### config.mk
export PLATFORM = sky130hd
export DESIGN_NAME = hazard_ctrl
export DESIGN_NICKNAME = d
export VERILOG_FILES = /design/src/rtl/pipe_ctrl_pkg.sv /design/src/rtl/hazard_ctrl_chk.sv /design/src/rtl/hazard_ctrl_fwd_sel.sv /design/src/rtl/hazard_ctrl.sv
export SDC_FILE = /design/constraint.sdc
export NUM_CORES = 1
export LEC_CHECK = 0
export ABC_CLOCK_PERIOD_IN_PS = 1650
export CORE_AREA = 2 2 100 54
export CTS_CLUSTER_SIZE = 40
export DETAILED_ROUTE_END_ITERATION = 7
export DIE_AREA = 0 0 102 56
export GPL_TIMING_DRIVEN = 0
export PLACE_DENSITY_LB_ADDON = 0.08
export SYNTH_ARGS = -nofsm -noshare
export SYNTH_HDL_FRONTEND = slang
export SYNTH_SLANG_ARGS = --single-unit
### constraint.sdc
create_clock -name clk -period 1.65 [get_ports clk]
set_input_delay 0.2475 -clock clk [delete_from_list [all_inputs] [get_ports clk]]
set_output_delay 0.2475 -clock clk [all_outputs]
set_load 0.1 [all_outputs]
### src/rtl/pipe_ctrl_pkg.sv
// Shared definitions for the pipeline control unit.
//  - Default widths for register numbers and forwarding selects.
//  - Forwarding-select encodings for the E-stage operand muxes.
//  - Control FSM state type.
//  - Shadow pipeline slot struct and the empty slot value.
//  - producer_match(): "this slot writes a non-zero register equal to src".
package pipe_ctrl_pkg;

  localparam int REG_AW_P = 5;
  localparam int FWD_W_P  = 2;

  // Operand source encodings (names kept distinct from the FWD_W width parameter)
  localparam logic [FWD_W_P-1:0] FWD_SRC_RF = 2'b00;
  localparam logic [FWD_W_P-1:0] FWD_SRC_M  = 2'b01;
  localparam logic [FWD_W_P-1:0] FWD_SRC_W  = 2'b10;

  typedef enum logic [1:0] {
    RUN    = 2'b00,
    DRAIN  = 2'b01,
    HALTED = 2'b10
  } ctrl_state_t;

  typedef struct packed {
    logic                valid;
    logic [REG_AW_P-1:0] rd;
    logic                reg_we;
    logic                is_load;
    logic                is_mem;
    logic                is_halt;
  } slot_t;

  localparam slot_t SLOT_EMPTY = '{default: 1'b0};

  // x0 is hard-wired, so a write to it is never a producer.
  function automatic logic producer_match(input logic                wr,
                                          input logic [REG_AW_P-1:0] rd,
                                          input logic [REG_AW_P-1:0] src);
    return wr & (rd != {REG_AW_P{1'b0}}) & (rd == src);
  endfunction

endpackage

### src/rtl/hazard_ctrl_chk.sv
// hazard_ctrl_chk: invariants of the hazard controller shadow pipeline.
//  clk, reset       clock and asynchronous active-high reset
//  e_slot, m_slot,
//  w_slot           shadow slots
//  e_rs1, e_rs2     source registers held with the E slot
// A load sitting in M must never be a forwarding source for E (load-use
// stalling guarantees this), and an empty slot always carries all-zero fields
// so a bubble can never look like a producer.
module hazard_ctrl_chk
  import pipe_ctrl_pkg::*;
(
  input logic                clk,
  input logic                reset,
  input slot_t               e_slot,
  input slot_t               m_slot,
  input slot_t               w_slot,
  input logic [REG_AW_P-1:0] e_rs1,
  input logic [REG_AW_P-1:0] e_rs2
);

  logic m_load_hit_s;
  assign m_load_hit_s = m_slot.is_load &
                        (producer_match(m_slot.valid & m_slot.reg_we, m_slot.rd, e_rs1) |
                         producer_match(m_slot.valid & m_slot.reg_we, m_slot.rd, e_rs2));

  a_no_load_fwd_from_m: assert property (@(posedge clk) disable iff (reset) !m_load_hit_s);

  a_e_empty_clean: assert property (@(posedge clk) disable iff (reset)
    e_slot.valid || ((e_slot == SLOT_EMPTY) && (e_rs1 == {REG_AW_P{1'b0}}) &&
                     (e_rs2 == {REG_AW_P{1'b0}})));

  a_m_empty_clean: assert property (@(posedge clk) disable iff (reset)
    m_slot.valid || (m_slot == SLOT_EMPTY));

  a_w_empty_clean: assert property (@(posedge clk) disable iff (reset)
    w_slot.valid || (w_slot == SLOT_EMPTY));

endmodule

### src/rtl/hazard_ctrl_fwd_sel.sv
// fwd_sel: operand forwarding select for one E-stage source register.
//  src   in  REG_AW_P  source register number held in the E shadow slot
//  m_wr  in  1         M slot is valid and writes a register
//  m_rd  in  REG_AW_P  M slot destination
//  w_wr  in  1         W slot is valid and writes a register
//  w_rd  in  REG_AW_P  W slot destination
//  sel   out FWD_W_P   FWD_SRC_M / FWD_SRC_W / FWD_SRC_RF; the younger M result wins
module fwd_sel
  import pipe_ctrl_pkg::*;
(
  input  logic [REG_AW_P-1:0] src,
  input  logic                m_wr,
  input  logic [REG_AW_P-1:0] m_rd,
  input  logic                w_wr,
  input  logic [REG_AW_P-1:0] w_rd,
  output logic [FWD_W_P-1:0]  sel
);

  // Priority mux: M result is newer than W result, so it is checked first.
  always_comb begin
    sel = FWD_SRC_RF;
    if (producer_match(m_wr, m_rd, src)) begin
      sel = FWD_SRC_M;
    end else if (producer_match(w_wr, w_rd, src)) begin
      sel = FWD_SRC_W;
    end else begin
      sel = FWD_SRC_RF;
    end
  end

endmodule

### src/rtl/hazard_ctrl.sv
// hazard_ctrl: pipeline control unit for the 5-stage core (F,D,E,M,W).
// Tracks a shadow copy of the E/M/W slots and drives stall/flush/bubble
// enables, E-stage forwarding selects and the halt drain sequence.
//  clk, reset                 clock (rising edge), asynchronous active-high reset
//  d_valid                    D slot holds a real instruction
//  d_rs1, d_rs2, d_rd         D register numbers
//  d_reg_we, d_is_load,
//  d_is_store, d_is_halt      D decode flags
//  e_redirect                 taken branch / jalr resolved in E
//  mem_ready                  data memory finished the M access
//  stall_f, stall_d           hold PC, hold F/D
//  flush_d, bubble_e          NOP into F/D, NOP into D/E
//  stall_em, bubble_w         hold D/E and E/M, NOP into M/W
//  fwd_a, fwd_b               E operand source (00 regfile, 01 M, 10 W)
//  halted                     registered, core stopped
// Controls are combinational from shadow state and inputs; priority is
// HALTED > mem stall > redirect > load-use > normal.
module hazard_ctrl
  import pipe_ctrl_pkg::*;
#(
  parameter int REG_AW = REG_AW_P,
  parameter int FWD_W  = FWD_W_P
) (
  input  logic              clk,
  input  logic              reset,
  input  logic              d_valid,
  input  logic [REG_AW-1:0] d_rs1,
  input  logic [REG_AW-1:0] d_rs2,
  input  logic [REG_AW-1:0] d_rd,
  input  logic              d_reg_we,
  input  logic              d_is_load,
  input  logic              d_is_store,
  input  logic              d_is_halt,
  input  logic              e_redirect,
  input  logic              mem_ready,
  output logic              stall_f,
  output logic              stall_d,
  output logic              flush_d,
  output logic              bubble_e,
  output logic              stall_em,
  output logic              bubble_w,
  output logic [FWD_W-1:0]  fwd_a,
  output logic [FWD_W-1:0]  fwd_b,
  output logic              halted
);

  ctrl_state_t       state_r;
  ctrl_state_t       state_next_s;
  logic              halted_r;
  slot_t             e_slot_r;
  slot_t             m_slot_r;
  slot_t             w_slot_r;
  logic [REG_AW-1:0] e_rs1_r;
  logic [REG_AW-1:0] e_rs2_r;
  slot_t             d_slot_s;
  logic              mem_stall_s;
  logic              load_use_s;
  logic              halt_adv_s;

  // Pack D decode fields into a shadow slot; an invalid D yields an all-zero slot.
  always_comb begin
    d_slot_s = SLOT_EMPTY;
    if (d_valid) begin
      d_slot_s.valid   = 1'b1;
      d_slot_s.rd      = d_rd;
      d_slot_s.reg_we  = d_reg_we;
      d_slot_s.is_load = d_is_load;
      d_slot_s.is_mem  = d_is_load | d_is_store;
      d_slot_s.is_halt = d_is_halt;
    end else begin
      d_slot_s = SLOT_EMPTY;
    end
  end

  assign mem_stall_s = m_slot_r.valid & m_slot_r.is_mem & ~mem_ready;

  // Conservative: both source fields are compared even for I-type encodings.
  assign load_use_s = d_valid &
    (producer_match(e_slot_r.valid & e_slot_r.is_load & e_slot_r.reg_we, e_slot_r.rd, d_rs1) |
     producer_match(e_slot_r.valid & e_slot_r.is_load & e_slot_r.reg_we, e_slot_r.rd, d_rs2));

  // The halt only counts once it actually leaves D (no stall, no flush).
  assign halt_adv_s = (state_r == RUN) & ~mem_stall_s & ~e_redirect & ~load_use_s &
                      d_valid & d_is_halt;

  // State register and registered halted flag.
  always_ff @(posedge clk or posedge reset) begin
    if (reset) begin
      state_r  <= RUN;
      halted_r <= 1'b0;
    end else begin
      state_r  <= state_next_s;
      halted_r <= (state_next_s == HALTED);
    end
  end

  // Next-state logic: drain starts when a halt enters E, stops when it reaches W.
  always_comb begin
    state_next_s = state_r;
    case (state_r)
      RUN: begin
        if (halt_adv_s) state_next_s = DRAIN;
        else            state_next_s = RUN;
      end
      DRAIN: begin
        if (w_slot_r.valid & w_slot_r.is_halt) state_next_s = HALTED;
        else                                    state_next_s = DRAIN;
      end
      HALTED:  state_next_s = HALTED;
      default: state_next_s = RUN;
    endcase
  end

  // Output decode by state and hazard priority.
  always_comb begin
    stall_f  = 1'b0;
    stall_d  = 1'b0;
    flush_d  = 1'b0;
    bubble_e = 1'b0;
    stall_em = 1'b0;
    bubble_w = 1'b0;
    case (state_r)
      HALTED: begin
        stall_f  = 1'b1;
        stall_d  = 1'b1;
        stall_em = 1'b1;
        bubble_w = 1'b1;
      end
      DRAIN: begin
        if (mem_stall_s) begin
          stall_f  = 1'b1;
          stall_d  = 1'b1;
          stall_em = 1'b1;
          bubble_w = 1'b1;
        end else begin
          // Younger instructions behind the halt must not enter E either.
          stall_f  = 1'b1;
          flush_d  = 1'b1;
          bubble_e = 1'b1;
        end
      end
      RUN: begin
        if (mem_stall_s) begin
          stall_f  = 1'b1;
          stall_d  = 1'b1;
          stall_em = 1'b1;
          bubble_w = 1'b1;
        end else if (e_redirect) begin
          flush_d  = 1'b1;
          bubble_e = 1'b1;
        end else if (load_use_s) begin
          stall_f  = 1'b1;
          stall_d  = 1'b1;
          bubble_e = 1'b1;
        end else begin
          stall_f  = 1'b0;
        end
      end
      default: begin
        stall_f  = 1'b1;
        stall_d  = 1'b1;
        stall_em = 1'b1;
        bubble_w = 1'b1;
      end
    endcase
  end

  assign halted = halted_r;

  // Shadow slots advance exactly as the real pipeline registers do.
  always_ff @(posedge clk or posedge reset) begin
    if (reset) begin
      e_slot_r <= SLOT_EMPTY;
      m_slot_r <= SLOT_EMPTY;
      w_slot_r <= SLOT_EMPTY;
      e_rs1_r  <= {REG_AW{1'b0}};
      e_rs2_r  <= {REG_AW{1'b0}};
    end else begin
      w_slot_r <= bubble_w ? SLOT_EMPTY : m_slot_r;
      if (stall_em) begin
        e_slot_r <= e_slot_r;
        m_slot_r <= m_slot_r;
      end else begin
        m_slot_r <= e_slot_r;
        if (bubble_e || !d_valid) begin
          e_slot_r <= SLOT_EMPTY;
          e_rs1_r  <= {REG_AW{1'b0}};
          e_rs2_r  <= {REG_AW{1'b0}};
        end else begin
          e_slot_r <= d_slot_s;
          e_rs1_r  <= d_rs1;
          e_rs2_r  <= d_rs2;
        end
      end
    end
  end

  fwd_sel u_fwd_a (
    .src  (e_rs1_r),
    .m_wr (m_slot_r.valid & m_slot_r.reg_we),
    .m_rd (m_slot_r.rd),
    .w_wr (w_slot_r.valid & w_slot_r.reg_we),
    .w_rd (w_slot_r.rd),
    .sel  (fwd_a)
  );

  fwd_sel u_fwd_b (
    .src  (e_rs2_r),
    .m_wr (m_slot_r.valid & m_slot_r.reg_we),
    .m_rd (m_slot_r.rd),
    .w_wr (w_slot_r.valid & w_slot_r.reg_we),
    .w_rd (w_slot_r.rd),
    .sel  (fwd_b)
  );

  hazard_ctrl_chk u_chk (
    .clk    (clk),
    .reset  (reset),
    .e_slot (e_slot_r),
    .m_slot (m_slot_r),
    .w_slot (w_slot_r),
    .e_rs1  (e_rs1_r),
    .e_rs2  (e_rs2_r)
  );

endmodule

==> out/qor.yml <==
power_and_ir_drop:
  combPwrFrac_pct: 41.5
  powerDensity_mw_per_mm2: 1010
  sw_frac_of_total_pct: 38.8
  p_switching_w: 0.00134
  p_int_w: 0.00212
  power_frac_clock_pct: 20.6
  pwr-share-seq_pct: 37.9
  vdd_ir_drop_max_v: 0.000467
  p_leak_nw: 1.56
  power_w: 0.00346
global_route:
  grt_overflow: 0
  grt_pass1_vias: 1991
  grt_max_degree: 41
  grt_pass1_wl_um: 10600
  track_usage_pct: 24.8
  antenna_found_initial: 0
hold_path:
  hold_path_class: "input pin to async pin"
timing:
  worst_pin_slew_ps: 836
  rsz0062_at_grt: "yes"
  finalSetupViolCount: 30
  slew_headroom_pct: 44.2
  hold_viol_final: 0
  period_minus_slack_ps: 2420
  skew_ps: 2.71
  setup_slack_ps: -774
  fin_crit_sh_pct: 147
  fmax_mhz: 412
  slew_violations: 0
logic_synthesis:
  synth_top_area_share_pct: 44.6
  syn_area_per_cell_sq_um: 10.2
  synth.net_count: 244
  ys_warn_count: 0
  syn_area_sq_mm: 0.00224
  syn_inst: 220
  synth_edf_count: 0
  synth_top_cell_by_area: "dfrtp_1"
  ys.flop_type: "dfrtp_1"
  ys_top_cells_by_area: "dfrtp_1 45%, nand2_1 8.0%, a32oi_1 7.0%, o21ai_2 6.6%, xnor2_1 6.3%"
  synth_cell_types: 39
  ys_async_sr_fraction_pct: 100
  ys_seq_area_share_pct: 44.6
  synth-seq-cells: 40
worst_setup_path:
  startpoint_type: "flop"
  worstPathRequired_ps: 1400
  startpoint: "e_slot_r[6]"
  critPathCaptureType: "output pin"
  worst-setup-path-type: "flop to output pin"
  slowest_delay_ps: 560
  timing.rr.start: "e_slot_r[6]"
  cp_cell_sequence: "or4_4 > o21ai_4 > nor2_2 > a211o_4 > buf_12"
  slowest_stage: "or4_4"
  cp_num_buf_inv: 1
  path_max_fanout: 6
  cp.arrival_ps: 2180
  crit_family: "simple AND/OR/NAND/NOR gates"
detailed_routing:
  wl_per_cell_um: 19.1
  ant_nets: 0
  drc: 0
  wl_um: 7040
  vias: 2025
  dr.pass1.iters: 4
  drt_iter0_markers: 69
  viasPerCell: 5.49
floorplanning:
  die_w_um: 102
  io_pins: 35
  initial_utilization_pct: 47.0
  die-area_sq_mm: 0.00571
  coreArea_sq_mm: 0.00477
  rows: 18
  dieHeight_um: 56
layout:
  multiInputGateArea_sq_mm: 0.00135
  final_nets: 322
  register_area_sq_mm: 0.00101
  syn_to_final_growth_pct: 53.6
  drive_gt1_share_pct: 43.1
  antenna_cells: 0
  final_core_util_pct: 72.1
  n_fill_cell: 341
clocking:
  cts_hold_buf: 0
  clock_path_buffers: 2
  cts_root_buf: "clkbuf_8"
  cts_sinks: 40
  cts_tree: "built"
  numCtsBuffers: 5
  cts_htree_levels: 2
  clk_pin_slew_ps: 80
  clk_latency_ps: 290
placement:
  port_buffers: 34
  dp_hpwl_um: 4340
  gp_congestion: 0.862
job:
  cap_violations: 0
run_status:
  outcome: "finished, violations left"
  violations: "setup timing"
## logic make-up after synthesis
group	Yosys count	synth area share, %
AOI/OAI and AO/OA	51	19.6
muxes	2	0.893
buffers and inverters	16	4.35
xor gates and xnor gates	30	11.7
and+or+nand+nor	81	18.8
DFF	40	44.6
## final timing paths
path | slack [ps] | endpoint | cells past startpoint
worst max-delay path | -770 | stall_f | 5
worst min-delay path | 430 | halted | 2
worst max register to register | -350 | e_rs2_r[0] | 8
worst min register to register | 480 | w_slot_r[0] | 1
max in group asynchronous | 630 | e_slot_r[5] | 2
min in group clk | 480 | w_slot_r[0] | 1
## sequential cells by signal (all words and copies together), names as in the netlist
signal	count
halted	1
e_rs1_r	5
e_slot_r	10
m_slot_r	9
state_r	2
w_slot_r	8
e_rs2_r	5
## synth_stat cells (2+ instances only)
cell	instances
nand3_1	5
nor2_1	3
xnor2_1	16
clkbuf_1	2
xor2_1	14
and2_1	7
mux2i_1	2
buf_6	2
o21ai_1	3
dfrtp_1	40
nand2_1	48
nor4_2	4
buf_2	6
a32oi_1	18
o21ai_2	17
or4_1	4
o211ai_2	2
o211ai_1	2
buf_4	4
a21o_1	2
## cell type report
type / instances / area share, %
Tap cell: 70 / 2.54
Clock inverter: 2 / 0.436
Buffer: 12 / 3.71
Timing Repair Buffer: 73 / 22.2
Multi-Input combinational cell: 164 / 39.1
Sequential cell: 40 / 29.3
Clock buffer: 6 / 2.40
Inverter: 2 / 0.363
## per-stage QoR
stage	hold WS (ps)	TNS (ps)	std cells	area (sq um)	setup slack, ps
finish	430	-9760	369	3440	-774
global route	533	-11390	369	3440	-805
CTS	465	-5240	357	3210	-705
detailed placement	465	-21940	324	2750	-1660
global placement	450	-37660	324	2750	-1660
floorplan	375	-3690	220	2320	-1030
## per-layer routing
layer | vias up | routed length, um | global-route usage [%]
li1 | 937 | - | -
met1 | 1009 | 3420 | 37.3
met2 | 71 | 3100 | 35.2
met3 | 8 | 457 | 7.16
met4 | 0 | 62 | 4.95
met5 | - | 0 | 0
## power groups by stage
stage	registers (W)	clock network [W]	logic (W)
global placement	0.00133	0	0.000991
global route	0.00132	0.000758	0.00151
detailed placement	0.00134	0	0.00101
finish	0.00131	0.000713	0.00144
CTS	0.00129	0.000715	0.00132
floorplan	0.00127	0	0.000783
## cell usage in the layout (no fill, tap or decap), types with 9 or more instances in the layout
cell,netlist,final
xor2_1,14,13
buf_12,0,9
buf_4,4,25
dfrtp_1,40,35
a32oi_1,18,14
xnor2_1,16,13
o21ai_2,17,17
buf_6,2,21
nand2_1,48,48
clkdlybuf4s50_1,0,21
## what timing repair did
action,CTS,global route
gates cloned,2,0
buffers inserted,25,13
setup endpoints to repair,32,32
resized for setup,118,30
pin swaps,9,13
Power figures use the tool's default switching activity.
==> RTL edit (same flow settings) <==
Change the package constant `REG_AW_P` from 5 to 3.
--- a/src/rtl/pipe_ctrl_pkg.sv
+++ b/src/rtl/pipe_ctrl_pkg.sv
@@ -6,7 +6,7 @@
 //  - producer_match(): "this slot writes a non-zero register equal to src".
 package pipe_ctrl_pkg;
 
-  localparam int REG_AW_P = 5;
+  localparam int REG_AW_P = 3;
   localparam int FWD_W_P  = 2;
 
   // Operand source encodings (names kept distinct from the FWD_W width parameter)
Ports: changed (resized d_rd, d_rs1 and d_rs2); port bits go from 35 to 29. The function was not compared with the original's and may differ.
==> RTL edit against the original RTL <==
The flow still finishes with violations (negative setup slack); non-clock buffer count down 27; synthesized area is 32% lower; setup slack improved by 0.40 ns; fmax rose by 20%; first-iteration DRC count shrank 59%; clock power down 0.8%; design area shrank 26%; critical path type unchanged; wire length is 37% lower; power down 54%; sequential cell count shrank 10.
==> RTL edit: results (changes against the original RTL) <==
- Status: complete, but fails checks (unchanged)
- Failing checks: negative setup slack (unchanged)
- LEAKAGE: 1.12 nW (was 1.56 nW)
- Wirelength per Cell: 15.8 µm (was 19.1 µm)
- Post-Place Cells: 251 (was 324)
- Final number of setup-violating endpoints: 20 (was 30)
- Delay-heaviest family, CP: flip-flops (was simple AND/OR/NAND/NOR gates)
- Crit path DAT: 1.78 ns (was 2.18 ns)
- Worst-path fanout max: 4 (was 6)
- Syn avg cell area: 9.86 µm² (was 10.2 µm²)
- Share of layout cells above drive strength 1: 46.5% (was 43.1%)
- Sequential area share after synthesis: 49.4% (was 44.6%)
- Fin cells: 283 (was 369)
- Total clock network power: 0.000707 W (was 0.000713 W)
- First-pass GRT wire length: 6910 µm (was 10600 µm)
- Gpl congestion: 0.757 (was 0.862)
- Setup WS pre-CTS: -1.57 ns (was -1.66 ns)
- Netlist cell types: 31 (was 39)
- Max stage delay on crit path: 0.46 ns (was 0.56 ns)
- Slowest-stage cell, CP: dfrtp_2 (was or4_4)
- Final net count: 230 (was 322)
- Final WS setup: -0.377 ns (was -0.774 ns)
- Clock Pin Slew Worst Setup and Hold Paths: 0.06 ns (was 0.08 ns)
- Total track usage: 16.7% (was 24.8%)
- Logic pwr share: 8.2% (was 41.5%)
- Largest net degree at the start of global routing: 31 (was 41)
- Final setup TNS: -2.61 ns (was -9.76 ns)
- Largest cells by area after synthesis: dfrtp_1 (49%), nand2_1 (9.9%), xnor2_1 (6.9%) (was dfrtp_1 (45%), nand2_1 (8.0%), a32oi_1 (7.0%))
- Top cells by count, synth: nand2_1 (40), dfrtp_1 (30), xnor2_1 (12) (was nand2_1 (48), dfrtp_1 (40), a32oi_1 (18))
- Xor/xnor share of the synthesized area: 10.4% (was 11.7%)
- Placed Area: 1980 µm² (was 2750 µm²)
- Vias in the first global route: 1298 (was 1991)
-- RTL edit: changes by cell type in the layout (fill, tap and decap cells not counted), sizes merged, moves of 7 or more --
cell / before / now
a32oi: 18 / 0
buf: 60 / 39
clkdlybuf4s50: 21 / 13
dfrtp: 40 / 30
nand2: 48 / 40
o21ai: 21 / 14
xor2: 14 / 6
-- RTL edit: routing by layer --
layer  track usage (%)  vias to the layer above  part of all wire [%]
met5                 0                        -                     0
met4              7.43                        0                   1.8
met3              4.40                        7                   2.9
met2              22.5                       19                    44
met1              24.8                      613                    51
li1                  -                      634                     -
-- RTL edit: worst paths after layout --
path,cells past startpoint,slack (ns),from,endpoint
worst min register to register,2,0.47,m_slot_r[0]$_DFFE_PP0N_,m_slot_r[0]$_DFFE_PP0N_
worst max register to register,7,-0.05,e_slot_r[6]$_DFFE_PP0N_,e_rs1_r[0]$_DFFE_PP0N_
max in group asynchronous,2,0.83,reset,e_rs1_r[2]$_DFFE_PP0N_
min in group asynchronous,2,0.41,reset,m_slot_r[0]$_DFFE_PP0N_
worst min-delay path,3,0.27,d_valid,e_slot_r[5]$_DFFE_PP0N_
worst max-delay path,6,-0.38,e_slot_r[6]$_DFFE_PP0N_,stall_f
-- RTL edit: kinds of logic (layout without fill, tap and decap cells) --
kind of cell | Yosys count | in the layout
and+or+nand+nor | 70 | 70
muxes | 2 | 2
AOI/OAI and AO/OA | 23 | 23
buffers and inverters | 11 | 70
DFF | 30 | 30
xor gates and xnor gates | 18 | 18
-- RTL edit: cell type report --
type                            instances  area (µm²)  share of cell area, %
Multi-Input combinational cell        113         916                   35.8
Timing Repair Buffer                   51         591                   23.1
Inverter                                4        21.3                  0.832
Buffer                                  7        68.8                   2.69
Sequential cell                        30         762                   29.8
Clock buffer                            8         110                   4.31
Tap cell                               70        87.6                   3.43
